## src/rtl/fifo_buffer.sv

```systemverilog
// rtl/fifo_buffer.sv - synchronous circular-buffer FIFO with threshold and sticky error flags.
// Define FIFO_FWFT_EN for first-word-fall-through reads; default is registered 1-cycle-latency reads.
module fifo_buffer #(
  parameter int DATA_WIDTH      = 12,
  parameter int ADDR_WIDTH      = 3,
  parameter int ALMOST_FULL_TH  = 6,
  parameter int ALMOST_EMPTY_TH = 1
) (
  input  logic                  clk,
  input  logic                  reset,
  input  logic                  push,
  input  logic                  pop,
  input  logic [DATA_WIDTH-1:0] data_in,
  output logic [DATA_WIDTH-1:0] data_out,
  output logic [ADDR_WIDTH:0]   count,
  output logic                  empty,
  output logic                  full,
  output logic                  almost_empty,
  output logic                  almost_full,
  output logic                  overflow_err,
  output logic                  underflow_err
);

  localparam int                 DEPTH  = 1 << ADDR_WIDTH;
  localparam logic [ADDR_WIDTH:0] DEPTH_C = DEPTH[ADDR_WIDTH:0];
  localparam logic [ADDR_WIDTH:0] AF_C    = ALMOST_FULL_TH[ADDR_WIDTH:0];
  localparam logic [ADDR_WIDTH:0] AE_C    = ALMOST_EMPTY_TH[ADDR_WIDTH:0];

  logic [DATA_WIDTH-1:0] mem [DEPTH];
  logic [ADDR_WIDTH-1:0] wr_ptr;
  logic [ADDR_WIDTH-1:0] rd_ptr;
  logic                  push_ok;
  logic                  pop_ok;

  // A pop frees a slot in the same cycle, so a push into a full buffer is accepted alongside it.
  assign pop_ok  = pop && !empty;
  assign push_ok = push && (!full || pop_ok);

  always_ff @(posedge clk) begin
    if (reset) begin
      wr_ptr        <= '0;
      rd_ptr        <= '0;
      count         <= '0;
      overflow_err  <= 1'b0;
      underflow_err <= 1'b0;
    end else begin
      if (push_ok) wr_ptr <= wr_ptr + 1'b1;
      if (pop_ok)  rd_ptr <= rd_ptr + 1'b1;
      case ({push_ok, pop_ok})
        2'b10:   count <= count + 1'b1;
        2'b01:   count <= count - 1'b1;
        default: count <= count;
      endcase
      if (push && !push_ok) overflow_err  <= 1'b1;
      if (pop && empty)     underflow_err <= 1'b1;
    end
  end

  always_ff @(posedge clk) begin
    if (push_ok && !reset) mem[wr_ptr] <= data_in;
  end

`ifdef FIFO_FWFT_EN
  assign data_out = empty ? '0 : mem[rd_ptr];
`else
  always_ff @(posedge clk) begin
    if (reset)       data_out <= '0;
    else if (pop_ok) data_out <= mem[rd_ptr];
  end
`endif

  assign empty        = (count == '0);
  assign full         = (count == DEPTH_C);
  assign almost_full  = (count >= AF_C);
  assign almost_empty = (count <= AE_C);

endmodule

```

## config.mk

```make
export PLATFORM = sky130hd
export DESIGN_NAME = fifo_buffer
export DESIGN_NICKNAME = d
export VERILOG_FILES = /design/src/rtl/fifo_buffer.sv
export SDC_FILE = /design/constraint.sdc
export NUM_CORES = 1
export LEC_CHECK = 0
export ABC_AREA = 0
export ABC_CLOCK_PERIOD_IN_PS = 7100
export CAP_MARGIN = 15
export CORE_MARGIN = 1.5
export CORE_UTILIZATION = 70
export CTS_BUF_LIST = sky130_fd_sc_hd__clkbuf_8
export CTS_CLUSTER_DIAMETER = 120
export DETAILED_ROUTE_END_ITERATION = 10
export DONT_BUFFER_PORTS = 1
export PLACE_DENSITY = 0.87
export SLEW_MARGIN = 20
export SYNTH_ARGS = -nofsm -noshare
export SYNTH_HDL_FRONTEND = slang
export SYNTH_SLANG_ARGS = --single-unit
```

## constraint.sdc

```tcl
create_clock -name clk -period 7.1 [get_ports clk]
set_input_delay 1.775 -clock clk [delete_from_list [all_inputs] [get_ports clk]]
set_output_delay 1.775 -clock clk [all_outputs]
set_load 0.01 [all_outputs]
```

==> summary.md, run 1 <==
| Metric | Value |
|---|---|
| IO Count | 38 |
| Vert. Die Dim | 86.3 µm |
| Worst Setup End Kind | output port |
| Startpoint types | register |
| CTS H-tree lvls | 4 |
| Share of layout cells above drive strength 1 | 0.129 |
| Clock period minus worst slack | 3.66 ns |
| CP max-delay cell | or3b_4 |
| Initial drt markers | 332 |
| Hold Fails Final Rpt | 0 |
| Avg Vias per Cell | 6.67 |
| Post-route cell area | 5300 µm² |
| Rows | 30 |
| Starting Density | 0.719 |
| CTS tree | done |
| Pwr Total | 1.84 mW |
| Largest net degree at the start of global routing | 51 |
| Number of synthesized register bits | 120 |
| Crit path largest cell delay | 0.46 ns |
| Wire per inst | 22.8 µm |
| Fin nets | 366 |
| Worst Path Max Fanout | 10 |
| Pre-antenna DRT Iters | 5 |
| Full die area | 7450 µm² |
| Status | finished, final reports clean |
| Top FF cell, synth | edfxtp_1 |
| Core ar. | 6760 µm² |
| PostCTS Resize Cnt | 0 |
| IO buf count | 0 |
| CTS Hold Buffers Added | 0 |
| Hold slack | 0.535 ns |
| Fillcell total | 368 |
| DRT antenna net count | 0 |
| Routed wire length | 9970 µm |
| Post-synth net total | 366 |
| HP Class | reg2reg |
| Dpl cell area | 4880 µm² |
| RSZ-0062 raised after global routing | no |
| Crit path top cell by count | inv_1 |
| Netlist cell types | 37 |
| EDFF count, synth | 96 |
| HPWL Detailed | 6410 µm |
| WP data required | 5.33 ns |
| Sequential area share after synthesis | 0.692 |
| CTS clk-pin slew, worst paths | 0.07 ns |
| Via Count | 2916 |
| Finish-stage setup viols | 0 |
| Mapped Cells | 344 |
| CP Class | reg2out |
| Mapped Area | 4860 µm² |
| Highest ir drop seen on vdd | 0.206 mV |
| Grt ovf | 0 |
| Slew headroom | 0.329 |
| Antenna fix cells | 0 |
| Period utilization | 0.515 |
| Synth warn | 0 |
| Die width | 86.3 µm |
| Setup bufs post-CTS | 0 |
| Vias in the first global route | 2817 |
| Reg2reg setup slack | 4.38 ns |
| DP Worst Slack | 3.79 ns |
| Worst skew pair latency | 0.42 ns |
| GRT Overall Usage | 0.288 |
| LEAKAGE | 1.69 nW |
| Worst Tran Pin Value | 1.00 ns |
| TNS Setup | 0 ns |
| Clock Skews | 0.00647 ns |
| Num CTS Buffers | 17 |
| CTS max path bufs | 2 |
| Max Freq | 273 MHz |
| Final Slew Violations | 0 |
| Detailed-route DRC error count | 0 |
| First-pass GRT wire length | 14900 µm |
| Clock sinks | 120 |
| Crit path cell chain | inv_1 > ha_1 > or3b_4 > inv_1 |
| CP arrival | 1.88 ns |
| PD cells | 347 nW/µm² |
| Clk root buf | clkbuf_8 |
| GPL Wtd Cong | 0.859 |
| Area growth, synth to finish | 9.17% |
| Post-synth ARST share | 0 |
| Avg Inst Size Synth | 14.1 µm² |
| Fin worst setup slack | 3.44 ns |
| Initial antenna violation count | 0 |
| Max-cap viol count | 0 |
-- routing by layer --
| metal | global-route usage | wire (µm) | part of all wire |
|---|---|---|---|
| met4 | 0.152 | 365 | 0.037 |
| met3 | 0.0724 | 880 | 0.088 |
| met2 | 0.474 | 4880 | 0.49 |
| met1 | 0.355 | 3840 | 0.38 |
| met5 | 0 | 0 | 0 |
-- kinds of logic after synthesis --
group | after synthesis | share of synthesized area
flip-flops | 120 | 0.692
AND/OR/NAND/NOR | 89 | 0.0914
multiplexers | 52 | 0.107
AO/OA/AOI/OAI | 48 | 0.0600
buffers and inverters | 25 | 0.0260
adder cells (fa/ha/maj) | 6 | 0.0155
XOR/XNOR | 4 | 0.00721
-- power by group --
part	total, mW	leakage [nW]	switching (mW)	internal (mW)
logic	0.333	0.419	0.200	0.133
clock network	0.635	0.208	0.262	0.373
registers	0.870	1.06	0.0610	0.809
total	1.84	1.69	0.523	1.32
-- sequential cells by signal, indices dropped and copies added (netlist names) --
register / flops
overflow_err: 1
count: 4
underflow_err: 1
mem: 96
wr_ptr: 3
rd_ptr: 3
data_out: 12
-- cells in the mapped netlist (all sizes together) (2+ instances only) --
master	n	area, µm²
edfxtp	96	2880
mux2i	51	510
nor3	30	150
nor2	29	116
dfxtp	24	480
o22ai	24	150
buf	11	73.8
nand2	10	40.0
clkbuf	9	33.8
a21oi	8	40.0
o21ai	8	40.0
ha	6	75.1
inv	5	18.8
nand2b	5	31.3
nand3b	4	30.0
nor2b	3	18.8
o211ai	3	22.5
xor2	3	26.3
nand3	2	10.0
or2	2	12.5
-- through the flow --
step / utilization / instances
after floorplan: - / 344
after global routing: 0.785 / 437
after CTS: 0.785 / 437
final: 0.785 / 437
after detailed placement: 0.722 / 405
after global placement: 0.722 / 405
-- critical path, delay by kind of cell, from the launching register on --
| kind | cells | cell delay [ns] |
|---|---|---|
| and+or+nand+nor | 1 | 0.46 |
| DFF | 1 | 0.43 |
| adders and majority gates | 1 | 0.30 |
| buffers and inverters | 2 | 0.27 |
-- layout make-up --
class | instances | area (µm²) | share of cell area
inverter | 5 | 18.8 | 0.00354
multi-input combinational | 199 | 1390 | 0.262
tap | 80 | 100 | 0.0189
clock inverter | 12 | 149 | 0.0281
timing repair buffer | 1 | 7.51 | 0.00142
sequential | 120 | 3360 | 0.634
clock buffer | 20 | 275 | 0.0519
-- path summary, 6_finish.rpt --
path	start	to	depth (start not counted)
setup / recovery	count[1]	empty	4
hold / removal	data_out[2]	data_out[2]	2
setup reg to reg	count[1]	mem[0][8]	5
hold reg to reg	data_out[2]	data_out[2]	2
-- layout by cell type, fill, tap and decap left out, drive strengths merged --
cell type   n
edfxtp     96
mux2i      51
nor3       30
nor2       29
o22ai      24
dfxtp      24
clkbuf     20
nand2      10
a21oi       8
o21ai       8
ha          6
clkinv      6
inv         5
nand2b      5
nand3b      4
o211ai      3
nor2b       3
xor2        3
clkinvlp    3
bufinv      3
or2         2
nand3       2
or3         1
or3b        1
and2        1
xnor2       1
a31oi       1
a221oi      1
a211oi      1
a22oi       1
mux2        1
nand4b      1
o2bb2ai     1
buf         1
Power figures use the tool's default switching activity.
==> run 2, diff against run 1 <==
--- a/config.mk
+++ b/config.mk
@@ -6,15 +6,15 @@
 export NUM_CORES = 1
 export LEC_CHECK = 0
 export ABC_AREA = 0
-export ABC_CLOCK_PERIOD_IN_PS = 7100
+export ABC_CLOCK_PERIOD_IN_PS = 3400
 export CAP_MARGIN = 15
 export CORE_MARGIN = 1.5
-export CORE_UTILIZATION = 70
+export CORE_UTILIZATION = 65
 export CTS_BUF_LIST = sky130_fd_sc_hd__clkbuf_8
 export CTS_CLUSTER_DIAMETER = 120
 export DETAILED_ROUTE_END_ITERATION = 10
 export DONT_BUFFER_PORTS = 1
-export PLACE_DENSITY = 0.87
+export PLACE_DENSITY = 0.82
 export SLEW_MARGIN = 20
 export SYNTH_ARGS = -nofsm -noshare
 export SYNTH_HDL_FRONTEND = slang
==> constraint.sdc (replaced) <==
create_clock -name clk -period 3.4 [get_ports clk]
set_input_delay 0.85 -clock clk [delete_from_list [all_inputs] [get_ports clk]]
set_output_delay 0.85 -clock clk [all_outputs]
set_load 0.01 [all_outputs]
==> run 2 against run 1 <==
Net effect:
- flip-flop and latch count did not move
- clock-buffer cell count decreased by 2
- power up 100%
- critical path depth is 1 higher
- largest cell class unchanged
- core utilization down 4.8 points
- global-route usage fell by 2.8 points
- sequential share of layout area down 0.46 points
- cell count grew 5.3%
- largest power group unchanged
==> summary.md, run 2 (synthesized netlist as in run 1, its figures left out) <==
| Metric | Value |
|---|---|
| Die width | 89.4 µm |
| Avg Vias per Cell | 6.12 |
| HP Class | in2reg |
| CTS max path bufs | 2 |
| TNS Setup | 0 ns |
| Most frequent cells in the layout | edfxtp_1, mux2i_1, nor2_1, nor3_1, o22ai_1 |
| Hold Fails Final Rpt | 0 |
| WP data required | 3.43 ns |
| Final Slew Violations | 0 |
| CTS Hold Buffers Added | 0 |
| Full die area | 8000 µm² |
| Area growth, synth to finish | 9.97% |
| Routed wire length | 9540 µm |
| Vias in the first global route | 2769 |
| Core ar. | 7250 µm² |
| Hold slack | 0.498 ns |
| LEAKAGE | 1.69 nW |
| Startpoint types | register |
| HPWL Detailed | 5970 µm |
| Clock period minus worst slack | 2.77 ns |
| Pwr Total | 3.75 mW |
| Worst Path Max Fanout | 12 |
| Clk root buf | clkbuf_8 |
| Fin nets | 370 |
| Highest ir drop seen on vdd | 0.446 mV |
| Period utilization | 0.814 |
| Pre-antenna DRT Iters | 4 |
| Largest net degree at the start of global routing | 31 |
| Max-cap viol count | 0 |
| Clock Skews | 0.0106 ns |
| Clock sinks | 120 |
| Worst Setup End Kind | register |
| IO Count | 38 |
| Vert. Die Dim | 89.4 µm |
| CP Class | reg2reg |
| Share of layout cells above drive strength 1 | 0.136 |
| Slew headroom | 0.292 |
| Post-route cell area | 5340 µm² |
| Max reg flops | 96 |
| PD cells | 702 nW/µm² |
| CTS clk-pin slew, worst paths | 0.07 ns |
| CTS tree | done |
| Dpl cell area | 4940 µm² |
| Status | finished, final reports clean |
| GRT Overall Usage | 0.260 |
| Rows | 31 |
| Setup bufs post-CTS | 0 |
| Starting Density | 0.670 |
| Worst Tran Pin Value | 1.06 ns |
| Initial antenna violation count | 0 |
| Wire per inst | 20.7 µm |
| Commonest non-fill, non-tap cell in the layout | edfxtp_1 |
| Finish-stage setup viols | 0 |
| GPL Wtd Cong | 0.852 |
| Grt ovf | 0 |
| Initial drt markers | 141 |
| Detailed-route DRC error count | 0 |
| Via Count | 2815 |
| Antenna fix cells | 0 |
| Largest regs | mem (96), data_out (12), count (4) |
| IO buf count | 0 |
| Max Freq | 361 MHz |
| Num CTS Buffers | 17 |
| PostCTS Resize Cnt | 0 |
| DRT antenna net count | 0 |
| Worst skew pair latency | 0.41 ns |
| First-pass GRT wire length | 14500 µm |
| RSZ-0062 raised after global routing | no |
| CP arrival | 2.80 ns |
| Largest Register | mem |
| CTS H-tree lvls | 4 |
-- run 2: cell count changes in the layout (fill, tap and decap cells not counted), sizes merged --
cell      before  now
clkbuf        20   18
buf            1    5
bufinv         3    2
clkinvlp       3    6
clkinv         6    4
inv            5    7
-- run 2: metal layers --
layer,wire length (µm),track usage,vias to the layer above
met3,557,0.0702,11
met1,4090,0.337,1384
met4,90,0.0979,0
li1,-,-,1312
met2,4800,0.423,108
met5,0,0,-
-- run 2: layout make-up --
| type | instances | area [µm²] |
|---|---|---|
| Multi-Input combinational cell | 199 | 1400 |
| Sequential cell | 120 | 3360 |
| Fill cell | 478 | 1910 |
| Clock inverter | 14 | 136 |
| Inverter | 5 | 18.8 |
| Tap cell | 99 | 124 |
| Clock buffer | 18 | 248 |
| Timing Repair Buffer | 5 | 50.0 |
-- run 2: critical path, cell delays in order, from the launching register on --
cell	delay [ns]
dfxtp_1	0.54
inv_1	0.12
ha_1	0.30
nand3b_1	0.20
o21ai_1	0.28
nor3_2	0.93
-- run 2: stage by stage --
| stage | setup WS, ns | util | cells |
|---|---|---|---|
| global route | 0.457 | 0.736 | 460 |
| detailed placement | 0.712 | 0.682 | 428 |
| floorplan | 0.753 | - | 344 |
| CTS | 0.627 | 0.735 | 460 |
| finish | 0.632 | 0.736 | 460 |
| global placement | 0.840 | 0.682 | 428 |
-- run 2: where the power goes --
part | internal, mW | switching (mW)
Sequential | 1.69 | 0.148
Clock | 0.660 | 0.554
Combinational | 0.282 | 0.418
Total | 2.63 | 1.12
-- run 2: path summary, 6_finish.rpt --
kind | to | start | slack (ns) | cells past startpoint
max | mem[1][9] | count[1] | 0.63 | 5
min | wr_ptr[0] | reset | 0.50 | 1
max reg2reg | mem[1][9] | count[1] | 0.63 | 5
min reg2reg | data_out[11] | data_out[11] | 0.53 | 2
==> run 3, diff against run 2 <==
--- a/config.mk
+++ b/config.mk
@@ -6,15 +6,15 @@
 export NUM_CORES = 1
 export LEC_CHECK = 0
 export ABC_AREA = 0
-export ABC_CLOCK_PERIOD_IN_PS = 3400
+export ABC_CLOCK_PERIOD_IN_PS = 2400
 export CAP_MARGIN = 15
 export CORE_MARGIN = 1.5
-export CORE_UTILIZATION = 65
+export CORE_UTILIZATION = 59
 export CTS_BUF_LIST = sky130_fd_sc_hd__clkbuf_8
 export CTS_CLUSTER_DIAMETER = 120
 export DETAILED_ROUTE_END_ITERATION = 10
 export DONT_BUFFER_PORTS = 1
-export PLACE_DENSITY = 0.82
+export PLACE_DENSITY = 0.79
 export SLEW_MARGIN = 20
 export SYNTH_ARGS = -nofsm -noshare
 export SYNTH_HDL_FRONTEND = slang
==> constraint.sdc (replaced) <==
create_clock -name clk -period 2.4 [get_ports clk]
set_input_delay 0.6 -clock clk [delete_from_list [all_inputs] [get_ports clk]]
set_output_delay 0.6 -clock clk [all_outputs]
set_load 0.01 [all_outputs]
==> run 3 against run 2 <==
Net effect:
- clock skew increased by 0.0012 ns
- final area increased by 0.82%
- critical path depth decreased by 1
- combinational power increased by 50%
- die area increased by 9.8%
- flip-flop and latch count unchanged
- global-route usage decreased by 3.3 points
- register-to-register slack got worse by 0.15 ns
- highest routed layer unchanged
==> summary.md, run 3 (synthesized netlist as in run 1, its figures left out) <==
| Metric | Value |
|---|---|
| Status | finished, final reports clean |
| Wire per inst | 19.3 µm |
| Hold Fails Final Rpt | 0 |
| Clock Skews | 0.0118 ns |
| CP Class | reg2out |
| Max-cap viol count | 0 |
| Fin worst setup slack | 0.0859 ns |
| Finish-stage setup viols | 0 |
| IO buf count | 0 |
| Initial drt markers | 215 |
| Rows | 32 |
| Routed wire length | 9050 µm |
| Dpl cell area | 4990 µm² |
| Sequential power share | 0.482 |
| Hold Crit Start | reset |
| Period utilization | 0.964 |
| CTS clk-pin slew, worst paths | 0.07 ns |
| Via Count | 2757 |
| CTS H-tree lvls | 4 |
| Largest regs | mem (96), data_out (12), count (4) |
| Multi-input gate area | 1400 µm² |
| Post-route cell area | 5390 µm² |
| Pre-antenna DRT Iters | 4 |
| Sw Share | 0.298 |
| Post-layout util | 0.686 |
| First-pass GRT wire length | 14000 µm |
| Clk root buf | clkbuf_8 |
| Fin nets | 375 |
| Worst reg2reg path startpoint | count[1] |
| GPL Wtd Cong | 0.836 |
| LEAKAGE | 1.73 nW |
| Commonest non-fill, non-tap cell in the layout | edfxtp_1 |
| Worst Setup SP | count[0] |
| Num CTS Buffers | 17 |
| Max reg flops | 96 |
| Antenna fix cells | 0 |
| WP data required | 1.80 ns |
| Area growth, synth to finish | 10.9% |
| Final Slew Violations | 0 |
| Full die area | 8790 µm² |
| Post-route insts no fill | 468 |
| DP Worst Slack | 0.278 ns |
| Register area | 3370 µm² |
| Largest net degree at the start of global routing | 51 |
| GRT Overall Usage | 0.227 |
| Highest ir drop seen on vdd | 0.803 mV |
| Share of layout cells above drive strength 1 | 0.156 |
| CTS tree | done |
| CTS max path bufs | 2 |
| Setup bufs post-CTS | 0 |
| Worst skew pair latency | 0.43 ns |
| P_int | 3.75 mW |
| Avg Vias per Cell | 5.89 |
| Die width | 93.7 µm |
| Initial antenna violation count | 0 |
| Clk network pwr share | 0.321 |
| Worst Setup End Kind | output port |
| HPWL Detailed | 5800 µm |
| Largest Register | mem |
| Vert. Die Dim | 93.7 µm |
| Pwr Total | 5.35 mW |
| Core ar. | 7850 µm² |
| Vias in the first global route | 2676 |
| Detailed-route DRC error count | 0 |
| DRT antenna net count | 0 |
| HP Class | in2reg |
| Worst Path Max Fanout | 8 |
| Worst Tran Pin Value | 0.533 ns |
| IO Count | 38 |
| Logic pwr share | 0.197 |
| Starting Density | 0.619 |
| Clock period minus worst slack | 2.31 ns |
| Grt ovf | 0 |
| Slew headroom | 0.645 |
| Fillcell total | 544 |
| Most frequent cells in the layout | edfxtp_1, mux2i_1, nor2_1, nor3_1, o22ai_1 |
| Clock sinks | 120 |
| CP arrival | 1.71 ns |
| PD cells | 993 nW/µm² |
| Startpoint types | register |
| Max Freq | 432 MHz |
| RSZ-0062 raised after global routing | no |
| Placed cells | 436 |
| Switching pwr | 1.60 mW |
==> run 3: cell count changes in the layout (fill, tap and decap cells not counted), moves of 3 or more <==
cell / change
inv_1: -3
clkinvlp_4: -5
clkinv_1: +3
inv_6: +4
buf_4: +5
==> run 3: per-stage QoR <==
step | TNS, ns | hold slack [ns]
2_1_floorplan | -4.21 | 0.505
3_3_place_gp | 0 | 0.522
3_5_place_dp | 0 | 0.523
4_1_cts | 0 | 0.211
5_1_grt | 0 | 0.202
6_report | 0 | 0.230
==> run 3: final cells by class <==
class	instances	area share
repair buffers	10	0.0163
clock inverters	15	0.0279
inverters	5	0.00349
well taps	102	0.0237
flip-flops and latches	120	0.625
clock buffers	17	0.0434
multi-input cells	199	0.260
==> run 3: path summary, 6_finish.rpt <==
| path | endpoint | slack (ns) | depth (start not counted) |
|---|---|---|---|
| setup reg to reg | mem[2][3] | 0.48 | 7 |
| setup / recovery | empty | 0.09 | 4 |
| hold reg to reg | data_out[11] | 0.53 | 2 |
| hold / removal | rd_ptr[1] | 0.23 | 1 |
==> run 3: what timing repair did <==
| action | CTS | global route |
|---|---|---|
| gates resized for setup | 3 | 2 |
| hold buffers | 0 | 0 |
| endpoints found under the setup margin | 1 | 1 |
==> run 3: critical path: stages (launching register included) <==
cell and delay, ns:
dfxtp_2 0.37, inv_1 0.16, ha_4 0.20, or3b_4 0.43
inv_2 0.11
==> run 3: per-layer routing <==
metal / vias up / global-route usage / wire length [µm]
met5: - / 0 / 0
met4: 0 / 0.0746 / 81
met3: 7 / 0.0785 / 796
met2: 113 / 0.324 / 4190
met1: 1315 / 0.327 / 3990
li1: 1322 / - / -
==> run 3: power groups by stage <==
stage / logic, mW / registers (mW) / clock network, mW
3_5_place_dp: 1.01 / 2.62 / 0
5_1_grt: 1.16 / 2.60 / 1.85
4_1_cts: 1.02 / 2.58 / 1.74
3_3_place_gp: 0.984 / 2.61 / 0
6_report: 1.05 / 2.58 / 1.72
2_1_floorplan: 0.867 / 2.58 / 0
